**src/rtl/ham_pkg.sv**
```systemverilog
// Shared types and elaboration-time helpers for the SECDED Hamming decoder.
// Codeword positions are 1-based; power-of-two positions carry Hamming parity.
package ham_pkg;

    typedef enum logic [1:0] {
        ERR_NONE,
        ERR_SINGLE,
        ERR_PARITY,
        ERR_DOUBLE
    } err_class_e;

    // Smallest p such that 2**p >= data_w + p + 1.
    function automatic int calc_par_w(input int data_w);
        int p;
        p = 0;
        for (int q = 1; q < 31; q++) begin
            if (p == 0 && (1 << q) >= data_w + q + 1) p = q;
        end
        return p;
    endfunction

    function automatic bit is_pow2(input int k);
        return (k > 0) && ((k & (k - 1)) == 0);
    endfunction

    // Data bit index carried by a non-power-of-two position k.
    function automatic int pos_to_data_idx(input int k);
        int n;
        n = 0;
        for (int j = 0; j < 31; j++) begin
            if ((1 << j) <= k) n++;
        end
        return k - n - 1;
    endfunction

endpackage

```
**src/rtl/ham_syndrome_calc.sv**
```systemverilog
// Combinational syndrome and overall parity of one SECDED codeword.
// Bit k-1 of cw holds position k; bit CW_W-1 is the overall parity position.
module ham_syndrome_calc #(
    parameter int CW_W  = 8,
    parameter int PAR_W = 3
) (
    input  logic [CW_W-1:0]  cw,
    output logic [PAR_W-1:0] syn,
    output logic             par
);

    always_comb begin
        syn = '0;
        for (int k = 1; k < CW_W; k++) begin
            for (int j = 0; j < PAR_W; j++) begin
                if (((k >> j) & 1) == 1) syn[j] = syn[j] ^ cw[k-1];
            end
        end
        par = ^cw;
    end

endmodule

```
**src/rtl/ham_secded_dec_pipe.sv**
```systemverilog
// Two-stage, multi-channel SECDED decoder with a shared valid/ready handshake.
// Per-channel saturating error counters exist only when HAM_DEC_ERR_CNT_EN is defined.
module ham_secded_dec_pipe
    import ham_pkg::*;
#(
    parameter int DATA_W   = 4,
    parameter int NUM_CH   = 2,
    parameter int CNT_W    = 8,
    localparam int PAR_W   = calc_par_w(DATA_W),
    localparam int CW_W    = DATA_W + PAR_W + 1
) (
    input  logic                     i_clk,
    input  logic                     i_rst,
    input  logic                     i_valid,
    output logic                     o_ready,
    input  logic [NUM_CH*CW_W-1:0]   i_data,
    output logic                     o_valid,
    input  logic                     i_ready,
    output logic [NUM_CH*DATA_W-1:0] o_data,
    output logic [NUM_CH-1:0]        o_sbit_err,
    output logic [NUM_CH-1:0]        o_dbit_err,
    input  logic                     i_cnt_clr,
    output logic [NUM_CH*CNT_W-1:0]  o_sbit_cnt,
    output logic [NUM_CH*CNT_W-1:0]  o_dbit_cnt
);

    // Handshake: a transfer happens on a clock edge where valid && ready are both
    // high; valid never waits on ready, and payloads hold while valid && !ready.
    logic                             s1_valid;
    logic [NUM_CH-1:0][PAR_W-1:0]     s1_syn;
    logic [NUM_CH-1:0]                s1_par;
    logic [NUM_CH-1:0][DATA_W-1:0]    s1_raw;

    logic [NUM_CH-1:0][PAR_W-1:0]     in_syn;
    logic [NUM_CH-1:0]                in_par;
    logic [NUM_CH-1:0][DATA_W-1:0]    in_raw;

    logic [NUM_CH-1:0][DATA_W-1:0]    fix_data;
    logic [NUM_CH-1:0]                s2_sbit;
    logic [NUM_CH-1:0]                s2_dbit;

    logic out_adv;
    logic s1_load;

    assign out_adv = !o_valid || i_ready;
    assign o_ready = !s1_valid || out_adv;
    assign s1_load = i_valid && o_ready;

    for (genvar c = 0; c < NUM_CH; c++) begin : g_ch
        logic [DATA_W-1:0] flip_mask;
        err_class_e        cls;
        logic              in_range;

        ham_syndrome_calc #(
            .CW_W  (CW_W),
            .PAR_W (PAR_W)
        ) u_syn (
            .cw  (i_data[c*CW_W +: CW_W]),
            .syn (in_syn[c]),
            .par (in_par[c])
        );

        // Stage 1 keeps only the data bits; the syndrome says which one to flip.
        for (genvar k = 1; k < CW_W; k++) begin : g_pos
            if (!is_pow2(k)) begin : g_data
                assign in_raw[c][pos_to_data_idx(k)] = i_data[c*CW_W + k - 1];
                assign flip_mask[pos_to_data_idx(k)] = (s1_syn[c] == PAR_W'(k));
            end
        end

        assign in_range = int'(s1_syn[c]) <= CW_W - 1;

        always_comb begin
            cls = ERR_NONE;
            if (s1_syn[c] == '0) begin
                if (s1_par[c]) cls = ERR_PARITY;
            end else if (!s1_par[c]) begin
                cls = ERR_DOUBLE;
            end else if (in_range) begin
                cls = ERR_SINGLE;
            end else begin
                cls = ERR_DOUBLE;
            end
        end

        // A single error on a parity position leaves flip_mask empty.
        assign fix_data[c] = (cls == ERR_SINGLE) ? (s1_raw[c] ^ flip_mask) : s1_raw[c];
        assign s2_sbit[c]  = (cls == ERR_SINGLE) || (cls == ERR_PARITY);
        assign s2_dbit[c]  = (cls == ERR_DOUBLE);
    end

    always_ff @(posedge i_clk) begin
        if (i_rst) begin
            s1_valid   <= 1'b0;
            s1_syn     <= '0;
            s1_par     <= '0;
            s1_raw     <= '0;
            o_valid    <= 1'b0;
            o_data     <= '0;
            o_sbit_err <= '0;
            o_dbit_err <= '0;
        end else begin
            if (o_ready) s1_valid <= i_valid;
            if (s1_load) begin
                s1_syn <= in_syn;
                s1_par <= in_par;
                s1_raw <= in_raw;
            end
            if (out_adv) o_valid <= s1_valid;
            if (s1_valid && out_adv) begin
                o_data     <= fix_data;
                o_sbit_err <= s2_sbit;
                o_dbit_err <= s2_dbit;
            end
        end
    end

`ifdef HAM_DEC_ERR_CNT_EN
    logic [NUM_CH-1:0][CNT_W-1:0] sbit_cnt;
    logic [NUM_CH-1:0][CNT_W-1:0] dbit_cnt;
    logic                         out_fire;

    assign out_fire = o_valid && i_ready;

    // Clear has priority over a same-cycle increment.
    always_ff @(posedge i_clk) begin
        if (i_rst || i_cnt_clr) begin
            sbit_cnt <= '0;
            dbit_cnt <= '0;
        end else if (out_fire) begin
            for (int c = 0; c < NUM_CH; c++) begin
                if (o_sbit_err[c] && (sbit_cnt[c] != {CNT_W{1'b1}}))
                    sbit_cnt[c] <= sbit_cnt[c] + CNT_W'(1);
                if (o_dbit_err[c] && (dbit_cnt[c] != {CNT_W{1'b1}}))
                    dbit_cnt[c] <= dbit_cnt[c] + CNT_W'(1);
            end
        end
    end

    assign o_sbit_cnt = sbit_cnt;
    assign o_dbit_cnt = dbit_cnt;
`else
    logic unused_cnt_clr;
    assign unused_cnt_clr = i_cnt_clr;
    assign o_sbit_cnt     = '0;
    assign o_dbit_cnt     = '0;
`endif

endmodule

```
**config.mk**
```make
export PLATFORM = sky130hd
export DESIGN_NAME = ham_secded_dec_pipe
export DESIGN_NICKNAME = d
export VERILOG_FILES = /design/src/rtl/ham_pkg.sv /design/src/rtl/ham_syndrome_calc.sv /design/src/rtl/ham_secded_dec_pipe.sv
export SDC_FILE = /design/constraint.sdc
export NUM_CORES = 1
export LEC_CHECK = 0
export CAP_MARGIN = 5
export CORE_MARGIN = 8
export CORE_UTILIZATION = 43
export DETAILED_ROUTE_END_ITERATION = 12
export PLACE_DENSITY = 0.79
export SETUP_SLACK_MARGIN = 0.4
export SLEW_MARGIN = 20
export SYNTH_ARGS = -nofsm -noshare
export SYNTH_HDL_FRONTEND = slang
export SYNTH_SLANG_ARGS = --single-unit
export TNS_END_PERCENT = 30
```
**constraint.sdc**
```tcl
create_clock -name i_clk -period 1.6 [get_ports i_clk]
set_input_delay 0.16 -clock i_clk [delete_from_list [all_inputs] [get_ports i_clk]]
set_output_delay 0.16 -clock i_clk [all_outputs]
set_load 0.1 [all_outputs]
```
Yosys cells after proc, flatten, opt, wreduce, memory -nomap -nowiden
Index checks and enable logic that the tools add are counted.
{"block": "op_classes", "n_eq_ne": 14, "n_mux": 8, "bitwise_logic": 20, "n_reduce_logical": 12}
{"op": "3-bit == test (second input constant)", "count": 6}
{"op": "1-bit XOR", "count": 18}
{"op": "8-bit XOR reduction", "count": 2}
{"op": "2-bit 2-to-1 mux", "count": 6}
{"op": "2-bit == test (second input constant)", "count": 4}
{"op": "4-bit 2-to-1 mux", "count": 2}
{"op": "4-bit XOR", "count": 2}
{"op": "3-bit by 2-bit == test with 1-bit output (second input constant)", "count": 2}
{"op": "3-bit logical NOT", "count": 2}
{"op": "2-bit by 1-bit == test with 1-bit output (second input constant)", "count": 2}
{"op": "1-bit logical OR", "count": 4}
{"op": "1-bit logical AND", "count": 2}
{"op": "1-bit logical NOT", "count": 2}
{"block": "totals", "regBits": 30, "inputBits": 21}

Logic depth before layout (Yosys ltp)
{"block": "logic_depth", "word_depth": 4, "depth_mapped": 6, "ltp_nobuf": 4}

By module
From an unflattened synthesis, not the netlist that was laid out.
{"block": "unflattened", "cells_unflattened": 196, "hier_area_um2": 1790.5}
{"module": "ham_secded_dec_pipe", "instances": 1, "cells_per_inst": 176, "area_per_inst_um2": 1530.2, "seq_area_each_um2": 600.6}
{"module": "ham_syndrome_calc", "instances": 2, "cells_per_inst": 10, "area_per_inst_um2": 130.1, "seq_area_each_um2": 0.0}

Worst setup path after synthesis
Ideal clock, no wire load.
{"block": "synth_path", "kind": "register to register", "start": "register o_valid", "end": "register s1_par[1]", "t_arrival_ns": 2.955, "required_time_ns": 1.514, "slack_ns": -1.441, "stages_incl_launch_ff": 6, "path_buffers": 2, "period_less_slack_ns": 3.041, "cell_sequence": "dfxtp_1 > nand3b_1 > and2_1 > clkbuf_1 > buf_2 > a211oi_1"}
{"block": "synth_via", "elab_chain_cells": 4}
{"element": "start: declaration", "line": "ham_secded_dec_pipe.sv:17", "rtl": "output logic o_valid,"}
{"element": "start signal: assignment", "line": "ham_secded_dec_pipe.sv:109", "rtl": "if (out_adv) o_valid <= s1_valid;"}
{"element": "1-bit logical NOT", "line": "ham_secded_dec_pipe.sv:45", "rtl": "assign out_adv = !o_valid || i_ready;"}
{"element": "1-bit logical OR", "line": "ham_secded_dec_pipe.sv:45"}
{"element": "1-bit logical OR", "line": "ham_secded_dec_pipe.sv:46", "rtl": "assign o_ready = !s1_valid || out_adv;"}
{"element": "via o_ready", "line": "ham_secded_dec_pipe.sv:15", "rtl": "output logic o_ready,"}
{"element": "1-bit logical AND", "line": "ham_secded_dec_pipe.sv:47", "rtl": "assign s1_load = i_valid && o_ready;"}
{"element": "end signal: assignment", "line": "ham_secded_dec_pipe.sv:106", "rtl": "s1_par <= in_par;"}
{"element": "end: declaration", "line": "ham_secded_dec_pipe.sv:31", "rtl": "logic [NUM_CH-1:0] s1_par;"}
The timed path passes the listed nets, and every way through them passes these cells.
A chain may end at the register's enable or synchronous reset.

Worst setup path after layout
{"block": "layout_path", "start": "register o_valid", "end": "output port o_ready"}
{"block": "layout_via", "elab_chain_cells": 3}
{"element": "1-bit logical NOT", "line": "ham_secded_dec_pipe.sv:45"}
{"element": "1-bit logical OR", "line": "ham_secded_dec_pipe.sv:45"}
{"element": "1-bit logical OR", "line": "ham_secded_dec_pipe.sv:46"}
{"element": "end: declaration", "line": "ham_secded_dec_pipe.sv:15"}
No other way between the ends.

==> results.toml <==
[timing]
fin_crit_ps = 1230
max_clock_freq_mhz = 814
hold_violations = 0
slew_violations = 0
skew_ps = 3.97
rsz0062_at_grt = "true"
fin_crit_sh = 0.768
setup_violations = 0

[critical_path]
path_class = "reg2out"
startpoint_type = "register"
critPathMaxFanout = 3
arrival_ps = 1070
crit_required_ps = 1440
cp-end-kind = "primary output"

[drt]
first_pass_iters = 4
drt_iter0_drc = 47
routed_wl_mm = 3.69
via_per_inst = 4.54
drc_errors = 0
ant_nets = 0
wl_per_cell_um = 13.1
num_vias = 1281

[placed_design]
gp_congestion = 0.740
dpl-instance-area_um2 = 2130
io_buffers = 33
dp_hpwl_mm = 2.67

[floorplanning]
dieArea_um2 = 6070
core_area_um2 = 3660
die_w_um = 77.9
io_pins = 67
fp.dieH_um = 77.9
rows = 22
start_util = 0.450

[clock_tree]
clock_latency_ps = 280
cts_sinks = 30
clk_pin_slew_ps = 60
clockBufferDepth = 2
numCtsBuffers = 5
clockRootBuffer = "clkbuf_8"
htreeDepth = 2
hold_buffers = 0
cts_tree = "yes"

[synthesis]
ys_seq_area_frac = 0.365
avgSynthCellArea_um2 = 8.67
netlist_instances = 190
synth-seq-cells = 30
ys_types = 23
ys.warnings.count = 0
synth_area_um2 = 1650

[finish]
drive_gt1_frac = 0.205
fin_area_um2 = 2320
fin_util = 0.635
fill_cells = 320
area_delta_synth_final_pct = 41.2
final_nets = 255
n_antenna_cell = 0

[global_routing]
gr-total-overflow = 0
antenna_found_initial = 0
grt_max_degree = 31
grt_pass1_vias = 1286
grt_pass1_wl_mm = 5.87
grt_use_total = 0.118

[power]
leakage_nw = 0.984
p_per_area_nw_per_um2 = 1020
vdd_ir_drop_max_uv = 494

[min_path]
worstHoldPathType = "in2reg"

[job]
drv_cap = 0

[outcome]
status = "finished clean"
layout make-up:
type	instances	area (µm²)	area share
Sequential cell	30	606	0.260
Multi-Input combinational cell	148	937	0.403
Tap cell	48	60.1	0.0258
Clock buffer	7	76.3	0.0328
Inverter	3	25.0	0.0108
Timing Repair Buffer	46	621	0.267
flip-flops by register name, summed over array words and instances, names as in the netlist:
register and cells:
o_data 8, s1_raw 8, s1_syn 6, o_dbit_err 2, o_sbit_err 2, s1_par 2, o_valid 1, s1_valid 1
per-layer routing:
layer  vias up  share of wire  wire length [µm]  global-route usage
li1        656              -                 -                   -
met1       578           0.43              1580               0.133
met2        41           0.50              1840               0.195
met3         6          0.061               225              0.0530
met4         0          0.014                53              0.0396
met5         -              0                 0                   0
report_power, final:
group	leakage [nW]	switching, mW	total (mW)	internal (mW)
Clock	0.0383	0.254	0.552	0.298
Combinational	0.697	0.657	0.951	0.294
Sequential	0.248	0.0680	0.873	0.805
synth_stat cells:
library cell,count,area (µm²)
dfxtp_1,30,601
xnor3_1,1,22.5
nand2_1,24,90.1
a211oi_1,14,105
nor3_1,3,15.0
xnor2_1,12,105
and2_1,2,12.5
clkbuf_1,5,18.8
nand4b_1,6,52.6
nand4_1,2,12.5
buf_4,32,240
or3_1,2,12.5
buf_2,3,15.0
a21oi_1,14,70.1
xnor2_2,2,32.5
conb_1,1,3.75
a211oi_2,1,12.5
nor2_1,17,63.8
bufinv_8,1,17.5
nand2b_1,1,6.26
nand3b_1,1,7.51
inv_1,2,7.51
xor2_1,14,123
worst paths after layout:
check | startpoint | slack [ps] | depth (start not counted) | to
max | o_valid | 370 | 3 | o_ready
min | i_data[2] | 180 | 3 | s1_raw[0]
max reg2reg | o_valid | 420 | 4 | o_dbit_err[1]
min reg2reg | s1_valid | 460 | 2 | o_valid
through the flow:
stage	instances	hold slack [ps]	TNS (ps)	power, mW	worst slack, ps
3_5_place_dp	273	462	-180	1.80	-155
6_report	282	177	0	2.38	372
5_1_grt	282	209	0	2.47	299
2_1_floorplan	221	289	-11480	1.63	-719
3_3_place_gp	273	449	-102	1.78	-102
4_1_cts	281	303	0	2.37	374
worst max-delay path, stage by stage (launching register included):
cell and delay [ps]:
dfxtp_4 340, nand3b_1 130, buf_6 160, buf_12 150
timing repair:
action                                 4_1_cts  5_1_grt
endpoints found under the hold margin        0        0
setup endpoints to repair                    6       19
buffers inserted                             1        0
resized for setup                           16        8
pin swaps                                    8        6
cloned                                       0        1
cell families after synthesis:
logic type | share of synthesized area
and+or+nand+nor | 0.166
xor gates and xnor gates | 0.172
AOI/OAI and AO/OA | 0.114
DFF | 0.365
buffers and inverters | 0.182
other | 0.00228
placed cells by master, fill, tap and decap left out, drive strengths merged:
| cell type | n |
|---|---|
| buf | 26 |
| nand3b | 1 |
| xnor3 | 1 |
| a21oi | 14 |
| inv | 2 |
| nand4b | 6 |
| dlygate4sd2 | 6 |
| dlymetal6s2s | 4 |
| nor2 | 17 |
| and2 | 2 |
| bufinv | 1 |
| or3 | 2 |
| clkbuf | 8 |
| xor2 | 14 |
| conb | 32 |
| a211oi | 15 |
| xnor2 | 14 |
| nor3 | 3 |
| nand2b | 1 |
| nand4 | 2 |
| clkdlybuf4s50 | 9 |
| dfxtp | 30 |
| nand2 | 24 |
(Power assumes the default switching activity.)
